[src/rtl/prg_pkg.sv]
// Shared types and constants for the pseudorandom generator.
// Tap mask selects bits 31,21,1,0 (polynomial x^32 + x^22 + x^2 + x + 1).
package prg_pkg;

   typedef enum logic [1:0] {
      IDLE  = 2'd0,
      SHIFT = 2'd1,
      DONE  = 2'd2
   } prg_state_e;

   localparam logic [31:0] PRG_TAPS     = 32'h8020_0003;
   // An all-zero LFSR would lock up, so a zero seed is replaced with this.
   localparam logic [31:0] PRG_ZERO_SUB = 32'h0000_0001;

endpackage

[src/rtl/pseudorandom_generator_lfsr_step.sv]
// lfsr_step: one combinational shift of a Fibonacci LFSR.
// Feedback is the XOR of the bits selected by TAPS, shifted in at bit 0.
module lfsr_step
   import prg_pkg::*;
#(
   parameter int             W    = 32,
   parameter logic [W-1:0]   TAPS = PRG_TAPS[W-1:0]
) (
   input  logic [W-1:0] lfsr_in,
   output logic [W-1:0] lfsr_out
);

   logic fb;

   // Parity of the tapped bits forms the new LSB.
   always_comb begin
      fb       = ^(lfsr_in & TAPS);
      lfsr_out = {lfsr_in[W-2:0], fb};
   end

endmodule

[src/rtl/pseudorandom_generator.sv]
// pseudorandom_generator: 32-bit Fibonacci LFSR returning OUT_W random bits
// per start/done handshake. Each request shifts the LFSR STEPS times
// (STEPS must be >= OUT_W so every output bit is fresh).
// Build option PRG_RESEED_EN: reload the LFSR from in_seed on every accepted
// request instead of only on the first one after reset.
module pseudorandom_generator
   import prg_pkg::*;
#(
   parameter int STATE_W = 32,
   parameter int OUT_W   = 8,
   parameter int STEPS   = 8
) (
   input  logic               clk,
   input  logic               rst,
   input  logic               start,
   input  logic [STATE_W-1:0] in_seed,
   output logic [OUT_W-1:0]   value,
   output logic               done
);

`ifdef PRG_RESEED_EN
   localparam bit RESEED_EN = 1'b1;
`else
   localparam bit RESEED_EN = 1'b0;
`endif

   localparam int CNT_W = $clog2(STEPS + 1);

   prg_state_e         state_q, state_d;
   logic [STATE_W-1:0] lfsr_q, lfsr_d;
   logic [CNT_W-1:0]   cnt_q, cnt_d;
   logic               seeded_q, seeded_d;
   logic [OUT_W-1:0]   value_q, value_d;

   logic [STATE_W-1:0] lfsr_shift;
   logic [STATE_W-1:0] seed_fixed;

   lfsr_step #(
      .W    (STATE_W),
      .TAPS (PRG_TAPS[STATE_W-1:0])
   ) u_step (
      .lfsr_in  (lfsr_q),
      .lfsr_out (lfsr_shift)
   );

   // Zero seed is substituted so the LFSR can never sit at all-zero.
   always_comb begin
      seed_fixed = (in_seed == '0) ? PRG_ZERO_SUB[STATE_W-1:0] : in_seed;
   end

   // Next-state, datapath and result update for the request FSM.
   always_comb begin
      state_d  = state_q;
      lfsr_d   = lfsr_q;
      cnt_d    = cnt_q;
      seeded_d = seeded_q;
      value_d  = value_q;
      case (state_q)
         IDLE: begin
            if (start) begin
               state_d = SHIFT;
               cnt_d   = '0;
               if (!seeded_q || RESEED_EN) begin
                  lfsr_d   = seed_fixed;
                  seeded_d = 1'b1;
               end
            end
         end
         SHIFT: begin
            lfsr_d = lfsr_shift;
            cnt_d  = cnt_q + 1'b1;
            if (cnt_q == CNT_W'(STEPS - 1)) begin
               state_d = DONE;
               value_d = lfsr_shift[OUT_W-1:0];
            end
         end
         DONE: begin
            state_d = IDLE;
         end
         default: begin
            state_d = IDLE;
         end
      endcase
   end

   // State registers; synchronous reset aborts any request in flight.
   always_ff @(posedge clk) begin
      if (rst) begin
         state_q  <= IDLE;
         lfsr_q   <= '0;
         cnt_q    <= '0;
         seeded_q <= 1'b0;
         value_q  <= '0;
      end else begin
         state_q  <= state_d;
         lfsr_q   <= lfsr_d;
         cnt_q    <= cnt_d;
         seeded_q <= seeded_d;
         value_q  <= value_d;
      end
   end

   // done decodes the state register directly: a single-cycle pulse.
   always_comb begin
      done  = (state_q == DONE);
      value = value_q;
   end

endmodule

[config.mk]
export PLATFORM = sky130hd
export DESIGN_NAME = pseudorandom_generator
export DESIGN_NICKNAME = d
export VERILOG_FILES = /design/src/rtl/prg_pkg.sv /design/src/rtl/pseudorandom_generator_lfsr_step.sv /design/src/rtl/pseudorandom_generator.sv
export SDC_FILE = /design/constraint.sdc
export NUM_CORES = 1
export LEC_CHECK = 0
export ABC_AREA = 1
export BUFFER_PORTS_ARGS = -buffer_cell sky130_fd_sc_hd__buf_4
export CORE_MARGIN = 2
export CORE_UTILIZATION = 48
export CTS_BUF_LIST = sky130_fd_sc_hd__clkbuf_16
export DETAILED_ROUTE_END_ITERATION = 16
export HOLD_SLACK_MARGIN = 0.02
export PLACE_DENSITY = 0.7
export SLEW_MARGIN = 20
export SYNTH_ARGS = -nofsm -noshare
export SYNTH_HDL_FRONTEND = slang
export SYNTH_SLANG_ARGS = --single-unit
[constraint.sdc]
create_clock -name clk -period 1.9 [get_ports clk]
set_input_delay 0.19 -clock clk [delete_from_list [all_inputs] [get_ports clk]]
set_output_delay 0.19 -clock clk [all_outputs]
set_load 0.02 [all_outputs]
==> out/metrics.yaml, run 1 <==
outcome: "finished, final reports clean"
fp-row-count: 24
htreeDepth: 2
cap_violations: 0
crit_path_start: "state_q[0]$_SDFFE_PP0P_"
post_cts_resized: 0
fin_hold_ws_ps: 142
drtPass1Iterations: 4
worstPathArrival_ps: 1640
startpoint_type: "flop"
synth_top_area_share_pct: 44.8
power.total_w: 0.00228
tightestPinTransition_ps: 362
vias: 1995
synth-seq-area-share_pct: 44.8
nNetsFinal: 362
drtAntennaViolNets: 0
end_kind: "flop"
start_util_pct: 48.9
final_util_pct: 59.7
yosysTopAreaCell: "dfxtp_1"
drt_iter0_markers: 147
area_delta_synth_final_pct: 22.1
grt_max_degree: 65
synth_warnings: 0
period_minus_slack_ps: 1420
die_w_um: 70.1
grt_pass1_wl_mm: 7.75
r2r_cells: 6
cts_tree: "done"
vias_per_cell: 5.26
critPathKind: "flop to flop"
avgRoutedWirePerCell_um: 11.6
core_um2: 4290
clock-sinks: 47
io_pins: 44
gp_congestion: 0.704
fin_crit_sh_pct: 74.5
relSlewSlack_pct: 75.8
post_cts_buffers: 0
cts_root_buffer: "clkbuf_16"
rr_endpoint: "value[2]$_SDFFE_PP0P_"
critPathCapture: "value[2]$_SDFFE_PP0P_"
layout_setup_ws_ps: 484
worstPathRequired_ps: 2120
die-area_um2: 4920
hold_class: "primary input to flop"
synth_seq_cells: 47
peakVddDrop_uv: 486
clk_pin_slew_ps: 60
final-hold-violation-count: 0
layout-drive-gt1-share_pct: 18.7
dpl.hpwl_mm: 2.90
grt_overflow: 0
drt-total-wl_mm: 4.39
numPortBuffers: 43
r2r_slack_ps: 480
total_leakage_power_nw: 1.09
maxSlewViolCount: 0
grt.total_usage_pct: 19.4
synth_cell_type_count: 25
powerDensity_nw_per_um2: 891
synth_area_um2: 2100
numCtsBuffers: 5
synthTopCellsByArea: "dfxtp_1 (45%), nand2_1 (17%), a31oi_1 (9.2%)"
cp_max_fo: 37
max_freq_ghz: 0.706
route.detailed.drc: 0
fillerInstances: 409
rsz0062_at_grt: "false"
cts.hold.buffers_added: 0
antenna_found_initial: 0
fin_skew_ps: 5.61
r2r_start: "state_q[0]$_SDFFE_PP0P_"
clock_latency_ps: 290
tns_ps: 0
synthesis.instances: 290
syn_nets: 326
postSynthAreaPerCell_um2: 7.24
dp_slack_ps: 499
antennaDiodeCount: 0
finalSetupViolCount: 0
grt_pass1_vias: 1824
clk_path_buf_depth: 2
die_h_um: 70.1
[placed cells by master (no fill, tap or decap), types with 2 or more instances in the layout]
cell type,synthesis,layout
a21oi_1,5,5
a31oi_1,31,31
buf_4,0,45
clkbuf_16,0,5
clkinv_1,0,2
dfxtp_1,47,47
inv_1,7,7
nand2_1,94,94
nand2_2,2,2
nand3_1,9,9
nor2_1,30,30
o21ai_0,29,29
o21ai_1,7,7
[registers in the layout, indices dropped and copies added, names as in the netlist]
register	cells
cnt_q	4
seeded_q	1
value	8
state_q	2
lfsr_q	32
[power breakdown]
group	switching [W]	internal, W
clock	0.000357	0.000478
sequential	0.0000477	0.00107
combinational	0.000191	0.000141
[logic make-up (layout without fill, tap and decap cells)]
family,after synthesis,in the layout,synth area share (%)
compound gates,74,74,20.2
xor+xnor,2,2,0.835
fa+ha+maj,1,1,0.596
buf+inv,26,63,6.44
flops,47,47,44.8
simple gates,140,140,27.1
[stage by stage]
step	std cells	instance area (µm²)
detailed placement	371	2420
global placement	371	2420
global route	379	2560
floorplan	290	2100
finish	379	2560
CTS	379	2560
[cells in the mapped netlist (all sizes together)]
library cell   n
ha             1
xnor2          1
a21oi          5
dfxtp         47
clkbuf         4
o21ai         37
xor2           1
nand2         97
inv            9
nor2          32
buf           13
nand3          9
nor3           1
a31oi         31
or2            1
a221oi         1
[how the worst min path moves through the flow]
stage | start | to | slack (ps) | cells after the start
3_5_place_dp | rst | cnt_q[1]$_SDFFE_PP0P_ | 440 | 2
2_1_floorplan | in_seed[2] | lfsr_q[2]$_SDFFE_PP0P_ | 340 | 2
3_3_place_gp | rst | cnt_q[1]$_SDFFE_PP0P_ | 430 | 2
4_1_cts | rst | cnt_q[1]$_SDFFE_PP0P_ | 140 | 2
6_report | rst | cnt_q[1]$_SDFFE_PP0P_ | 140 | 2
5_1_grt | rst | cnt_q[1]$_SDFFE_PP0P_ | 140 | 2
[layout make-up]
| type | instances | area [µm²] | area share [%] |
|---|---|---|---|
| clock buffer | 5 | 125 | 4.88 |
| inverter | 9 | 36.3 | 1.42 |
| timing repair buffer | 46 | 358 | 14.0 |
| multi-input combinational | 217 | 1020 | 39.9 |
| tap | 52 | 65.1 | 2.54 |
| sequential | 47 | 941 | 36.7 |
| clock inverter | 3 | 15.0 | 0.586 |
[worst max-delay path, cell delays in order, from the launching register on]
cell,delay [ps]
dfxtp_1,390
nand2_4,90
inv_4,290
nand2_2,220
nor2_4,220
nand2_1,70
nand2_1,70
[per-layer routing]
metal / global-route usage (%) / vias up / wire (µm)
met5: 0 / - / 0
met4: 5.77 / 0 / 25
met3: 5.77 / 4 / 245
met2: 31.7 / 47 / 1980
met1: 24.9 / 903 / 2140
li1: - / 1041 / -
No activity file was read; power rests on OpenSTA's default activity.
==> inputs of run 2 (changes only) <==
==> constraint.sdc (replaced) <==
create_clock -name clk -period 1.45 [get_ports clk]
set_input_delay 0.145 -clock clk [delete_from_list [all_inputs] [get_ports clk]]
set_output_delay 0.145 -clock clk [all_outputs]
set_load 0.02 [all_outputs]
==> run 2 against run 1 <==
Net effect: die area did not move; hold slack lost 43 ps; clock skew is 2.1 ps lower; final area rose by 0.73%; sequential share of layout area is 0.27 points lower; critical endpoint is now value[5]$_SDFFE_PP0P_.
==> out/metrics.yaml, run 2 (synthesis gave the netlist of run 1 again) <==
avgRoutedWirePerCell_um: 11.5  # -0.71%
cts_root_buffer: "clkbuf_16"
area_delta_synth_final_pct: 23.0
outcome: "finished, final reports clean"
layoutNonFillerInstCount: 381  # +0.53%
tns_ps: 0  # unchanged
cts_tree: "done"
numCtsBuffers: 5  # unchanged
cp_max_fo: 8  # -78%
layout_setup_ws_ps: 170  # -314 ps
htreeDepth: 2  # unchanged
final_util_pct: 60.1  # +0.44 points
grt_overflow: 0  # unchanged
die_w_um: 70.1  # unchanged
mostFrequentLayoutCells: "nand2_1 (94), buf_4 (49), dfxtp_1 (47)"
cap_violations: 0  # unchanged
antenna_found_initial: 0  # unchanged
final-hold-violation-count: 0  # unchanged
fin_crit_sh_pct: 88.3  # +14 points
critPathKind: "flop to flop"
die_h_um: 70.1  # unchanged
gp_congestion: 0.713  # +1.3%
wl_met3_um: 250  # +2.0%
peakVddDrop_uv: 784  # +61%
drt-total-wl_mm: 4.38  # -0.18%
core_um2: 4290  # unchanged
numPortBuffers: 43  # unchanged
period_minus_slack_ps: 1280  # -136 ps
dpl.hpwl_mm: 3.01  # +3.9%
post_cts_resized: 0  # unchanged
clock_latency_ps: 280  # about the same
vias: 1950  # -2.3%
relSlewSlack_pct: 79.0  # +3.2 points
placed_area_um2: 2440  # +0.93%
top_layer_used: "met4"
end_kind: "flop"
clk_path_buf_depth: 2  # unchanged
top_register: "lfsr_q"
nNetsFinal: 366  # +1.1%
max_freq_ghz: 0.781  # +11%
maxSlewViolCount: 0  # unchanged
total_leakage_power_nw: 1.11  # +1.9%
dr_wl_met2_mm: 1.88  # -5.1%
fillerInstances: 424  # +3.7%
clk_pin_slew_ps: 60  # about the same
antennaDiodeCount: 0  # unchanged
grt.total_usage_pct: 19.0  # -0.45 points
largest_register_ffs: 32  # unchanged
drtPass1Iterations: 4  # unchanged
dp.cells: 374  # +0.81%
final_common_cell: "nand2_1"
io_pins: 44  # unchanged
fin_area_um2: 2580  # +0.73%
drtAntennaViolNets: 0  # unchanged
rsz0062_at_grt: "false"
layout-drive-gt1-share_pct: 19.5  # +0.80 points
route.detailed.drc: 0  # unchanged
startpoint_type: "flop"
grt_pass1_vias: 1751  # -4.0%
worstPathRequired_ps: 1670  # -450 ps
wl_met1_mm: 2.23  # +4.1%
vias_per_cell: 5.12  # -2.8%
start_util_pct: 48.9  # unchanged
die-area_um2: 4920  # unchanged
grt_pass1_wl_mm: 7.61  # -1.8%
drt_iter0_markers: 157  # +6.8%
tightestPinTransition_ps: 314  # -48.5 ps
hold_class: "primary input to flop"
clock-sinks: 47  # unchanged
grt_max_degree: 65  # unchanged
fin_skew_ps: 3.51  # -2.11 ps
powerDensity_nw_per_um2: 1140  # +28%
fp-row-count: 24  # unchanged
finalSetupViolCount: 0  # unchanged
dp_slack_ps: 136  # -363 ps
worstPathArrival_ps: 1500  # -140 ps
[run 2: cell count changes in the layout (fill, tap and decap cells not counted), sizes merged]
cell      delta
buf          +4
clkinv       -2
clkinvlp     -1
inv          +1
[run 2: path summary, 6_finish.rpt]
| kind | slack [ps] | depth (start not counted) | start | endpoint |
|---|---|---|---|---|
| worst min register to register | 460 | 2 | lfsr_q[3]$_SDFFE_PP0P_ | value[4]$_SDFFE_PP0P_ |
| worst min-delay path | 100 | 2 | rst | cnt_q[1]$_SDFFE_PP0P_ |
| worst max-delay path | 170 | 7 | cnt_q[0]$_SDFFE_PP0P_ | value[5]$_SDFFE_PP0P_ |
| worst max register to register | 170 | 7 | cnt_q[0]$_SDFFE_PP0P_ | value[5]$_SDFFE_PP0P_ |
[run 2: per-stage QoR]
stage                     hold WS (ps)  total power (W)
after floorplan                    298          0.00178
after global placement             386          0.00192
after detailed placement           390          0.00193
after CTS                         94.0          0.00298
after global routing              99.8          0.00310
final                             99.6          0.00295
[run 2: per-layer routing]
metal  track usage (%)  up-vias
met4              5.77        0
met2              30.8       56
met3              4.76        2
li1                  -     1047
met5                 0        -
met1              25.0      845
[run 2: report_power, final]
group | leakage [nW] | internal [W] | switching [W]
Sequential | 0.387 | 0.00140 | 0.0000650
Clock | 0.0669 | 0.000613 | 0.000430
Combinational | 0.654 | 0.000193 | 0.000248
[run 2: critical path: stages, from the launching register on]
cell and delay (ps):
dfxtp_1 370, ha_1 160, inv_1 60, nor3_2 150
nand2_2 140, nor2_4 210, nand2_1 80, nand2_1 60
[run 2: cell type report]
type	instances	area [µm²]	share of cell area, %
clock buffers	5	125	4.85
clock inverters	1	3.75	0.145
inverters	9	36.3	1.41
multi-input cells	217	1020	39.6
flip-flops and latches	47	941	36.5
well taps	52	65.1	2.52
repair buffers	50	388	15.0
[run 2: what timing repair did]
action / 4_1_cts / 5_1_grt
hold buffers: 0 / 0
setup buffers: 0 / 1
setup endpoints to repair: 0 / 5
==> inputs of run 3 (changes only) <==
--- a/config.mk
+++ b/config.mk
@@ -8,11 +8,11 @@
 export ABC_AREA = 1
 export BUFFER_PORTS_ARGS = -buffer_cell sky130_fd_sc_hd__buf_4
 export CORE_MARGIN = 2
-export CORE_UTILIZATION = 48
+export CORE_UTILIZATION = 50
 export CTS_BUF_LIST = sky130_fd_sc_hd__clkbuf_16
 export DETAILED_ROUTE_END_ITERATION = 16
 export HOLD_SLACK_MARGIN = 0.02
-export PLACE_DENSITY = 0.7
+export PLACE_DENSITY = 0.73
 export SLEW_MARGIN = 20
 export SYNTH_ARGS = -nofsm -noshare
 export SYNTH_HDL_FRONTEND = slang
==> run 3 against run 2 <==
Net effect: hold slack improved by 2.9 ps; via count grew 2.1%; highest routed layer unchanged; sequential power is essentially flat; global-route usage increased by 2.0 points; cell count is 0.52% higher.
==> out/metrics.yaml, run 3 (synthesis gave the netlist of run 1 again) <==
outcome: "finished, final reports clean"
vias_per_cell: 5.20  # +1.6%
total_leakage_power_nw: 1.15  # +3.7%
worstPathArrival_ps: 1480  # -20 ps
maxSlewViolCount: 0  # unchanged
r2r_start: "cnt_q[1]$_SDFFE_PP0P_"
grt_overflow: 0  # unchanged
numCtsBuffers: 5  # unchanged
tns_ps: 0  # unchanged
layout-drive-gt1-share_pct: 20.7  # +1.3 points
grt.total_usage_pct: 21.0  # +2.0 points
worstHoldEndpoint: "seeded_q$_SDFFE_PP0P_"
fin_crit_sh_pct: 86.7  # -1.6 points
top_layer_used: "met4"
finalSetupViolCount: 0  # unchanged
clk_pin_slew_ps: 60  # about the same
worstPathRequired_ps: 1680  # about the same
vias: 1991  # +2.1%
power.total_w: 0.00335  # +14%
cts_tree: "done"
drt-total-wl_mm: 4.52  # +3.1%
cts.hold.buffers_added: 0  # unchanged
wl_met3_um: 223  # -11%
io_pins: 44  # unchanged
top_register: "lfsr_q"
wl_met1_mm: 2.17  # -2.4%
end_kind: "flop"
area_delta_synth_final_pct: 27.0
die_w_um: 68.8  # -1.9%
final-hold-violation-count: 0  # unchanged
nNetsFinal: 368  # +0.55%
cap_violations: 0  # unchanged
dr_wl_met2_mm: 2.07  # +9.8%
clock-sinks: 47  # unchanged
fillerInstances: 362  # -15%
critPathKind: "flop to flop"
startpoint_type: "flop"
grt_pass1_vias: 1736  # -0.86%
clk_path_buf_depth: 2  # unchanged
layoutNonFillerInstCount: 383  # +0.52%
drtAntennaViolNets: 0  # unchanged
avgRoutedWirePerCell_um: 11.8  # +2.5%
min_path_cells: 2  # unchanged
dp.cells: 372  # -0.53%
antenna_found_initial: 0  # unchanged
route.detailed.drc: 0  # unchanged
tightestPinTransition_ps: 287  # -26.7 ps
relSlewSlack_pct: 80.8  # +1.8 points
multi_input_area_um2: 1020  # unchanged
r2r_cells: 7  # unchanged
cts_root_buffer: "clkbuf_16"
drt_iter0_markers: 88  # -44%
grt_max_degree: 65  # unchanged
mostFrequentLayoutCells: "nand2_1 (94), buf_4 (49), dfxtp_1 (46)"
ff_latch_area_um2: 942  # +0.13%
gp_congestion: 0.753  # +5.6%
core_um2: 4030  # -6.2%
max_freq_ghz: 0.796  # +1.8%
grt_pass1_wl_mm: 7.49  # -1.6%
period_minus_slack_ps: 1260  # -23.0 ps
drtPass1Iterations: 4  # unchanged
r2r_slack_ps: 190  # +20 ps
fin_hold_ws_ps: 102  # +2.86 ps
rr_endpoint: "value[6]$_SDFFE_PP0P_"
final_util_pct: 66.1  # +6.0 points
die_h_um: 68.8  # -1.9%
fin_skew_ps: 7.47  # +3.96 ps
powerDensity_nw_per_um2: 1260  # +10%
hold_class: "primary input to flop"
clock_latency_ps: 280  # about the same
antennaDiodeCount: 0  # unchanged
peakVddDrop_uv: 765  # -2.4%
rsz0062_at_grt: "false"
start_util_pct: 52.1  # +3.2 points
final_common_cell: "nand2_1"
fp-row-count: 23  # -4.2%
die-area_um2: 4730  # -3.8%
cp_max_fo: 8  # unchanged
dpl.hpwl_mm: 3.04  # +1.0%
min-delay-start: "rst"
htreeDepth: 2  # unchanged
largest_register_ffs: 32  # unchanged
numPortBuffers: 43  # unchanged
-- run 3: changes by cell type in the layout (fill, tap and decap cells not counted) --
cell and delta:
bufinv_16 +2, buf_12 +1, clkbuf_2 +1, dfxtp_1 -1, dfxtp_2 +1
-- run 3: worst max path at each step --
stage	start	to	slack, ps	depth (start not counted)
CTS	cnt_q[0]$_SDFFE_PP0P_	value[6]$_SDFFE_PP0P_	120	7
floorplan	cnt_q[0]$_SDFFE_PP0P_	value[0]$_SDFFE_PP0P_	290	6
detailed placement	cnt_q[0]$_SDFFE_PP0P_	value[6]$_SDFFE_PP0P_	130	7
global route	cnt_q[1]$_SDFFE_PP0P_	value[2]$_SDFFE_PP0P_	10	7
finish	cnt_q[1]$_SDFFE_PP0P_	value[6]$_SDFFE_PP0P_	190	7
global placement	cnt_q[0]$_SDFFE_PP0P_	value[5]$_SDFFE_PP0P_	190	7
-- run 3: where the power goes --
part | internal, W | leakage [nW] | switching, W | total, W
logic | 0.000198 | 0.666 | 0.000252 | 0.000449
registers | 0.00140 | 0.388 | 0.0000631 | 0.00146
clock network | 0.000981 | 0.0952 | 0.000455 | 0.00144
-- run 3: area by class of cell --
cell class              count  share of cell area [%]
clock inverters             3                    2.39
clock buffers               5                    4.69
well taps                  50                    2.35
inverters                   9                    1.36
multi-input cells         217                    38.4
repair buffers             52                    15.5
flip-flops and latches     47                    35.4
-- run 3: stage by stage --
step                      instance area (µm²)  setup WS [ps]
after floorplan                          2100            290
after global placement                   2450            191
after detailed placement                 2450            135
after CTS                                2640            119
after global routing                     2670           10.5
final                                    2670            193
-- run 3: metal layers --
| layer | track usage, % | vias to the layer above |
|---|---|---|
| met5 | 0 | - |
| met4 | 6.62 | 0 |
| met3 | 4.38 | 5 |
| met2 | 36.3 | 49 |
| met1 | 26.2 | 881 |
| li1 | - | 1056 |
-- run 3: what timing repair did --
action	CTS	global route
buffers inserted	0	3
gates resized for setup	0	1
setup endpoints to repair	0	6
-- run 3: worst max-delay path, stage by stage, from the launching register on --
cell	delay, ps
dfxtp_1	350
ha_1	150
inv_1	60
nor3_2	160
nand2_2	140
nor2_4	220
nand2_1	70
nand2_1	60
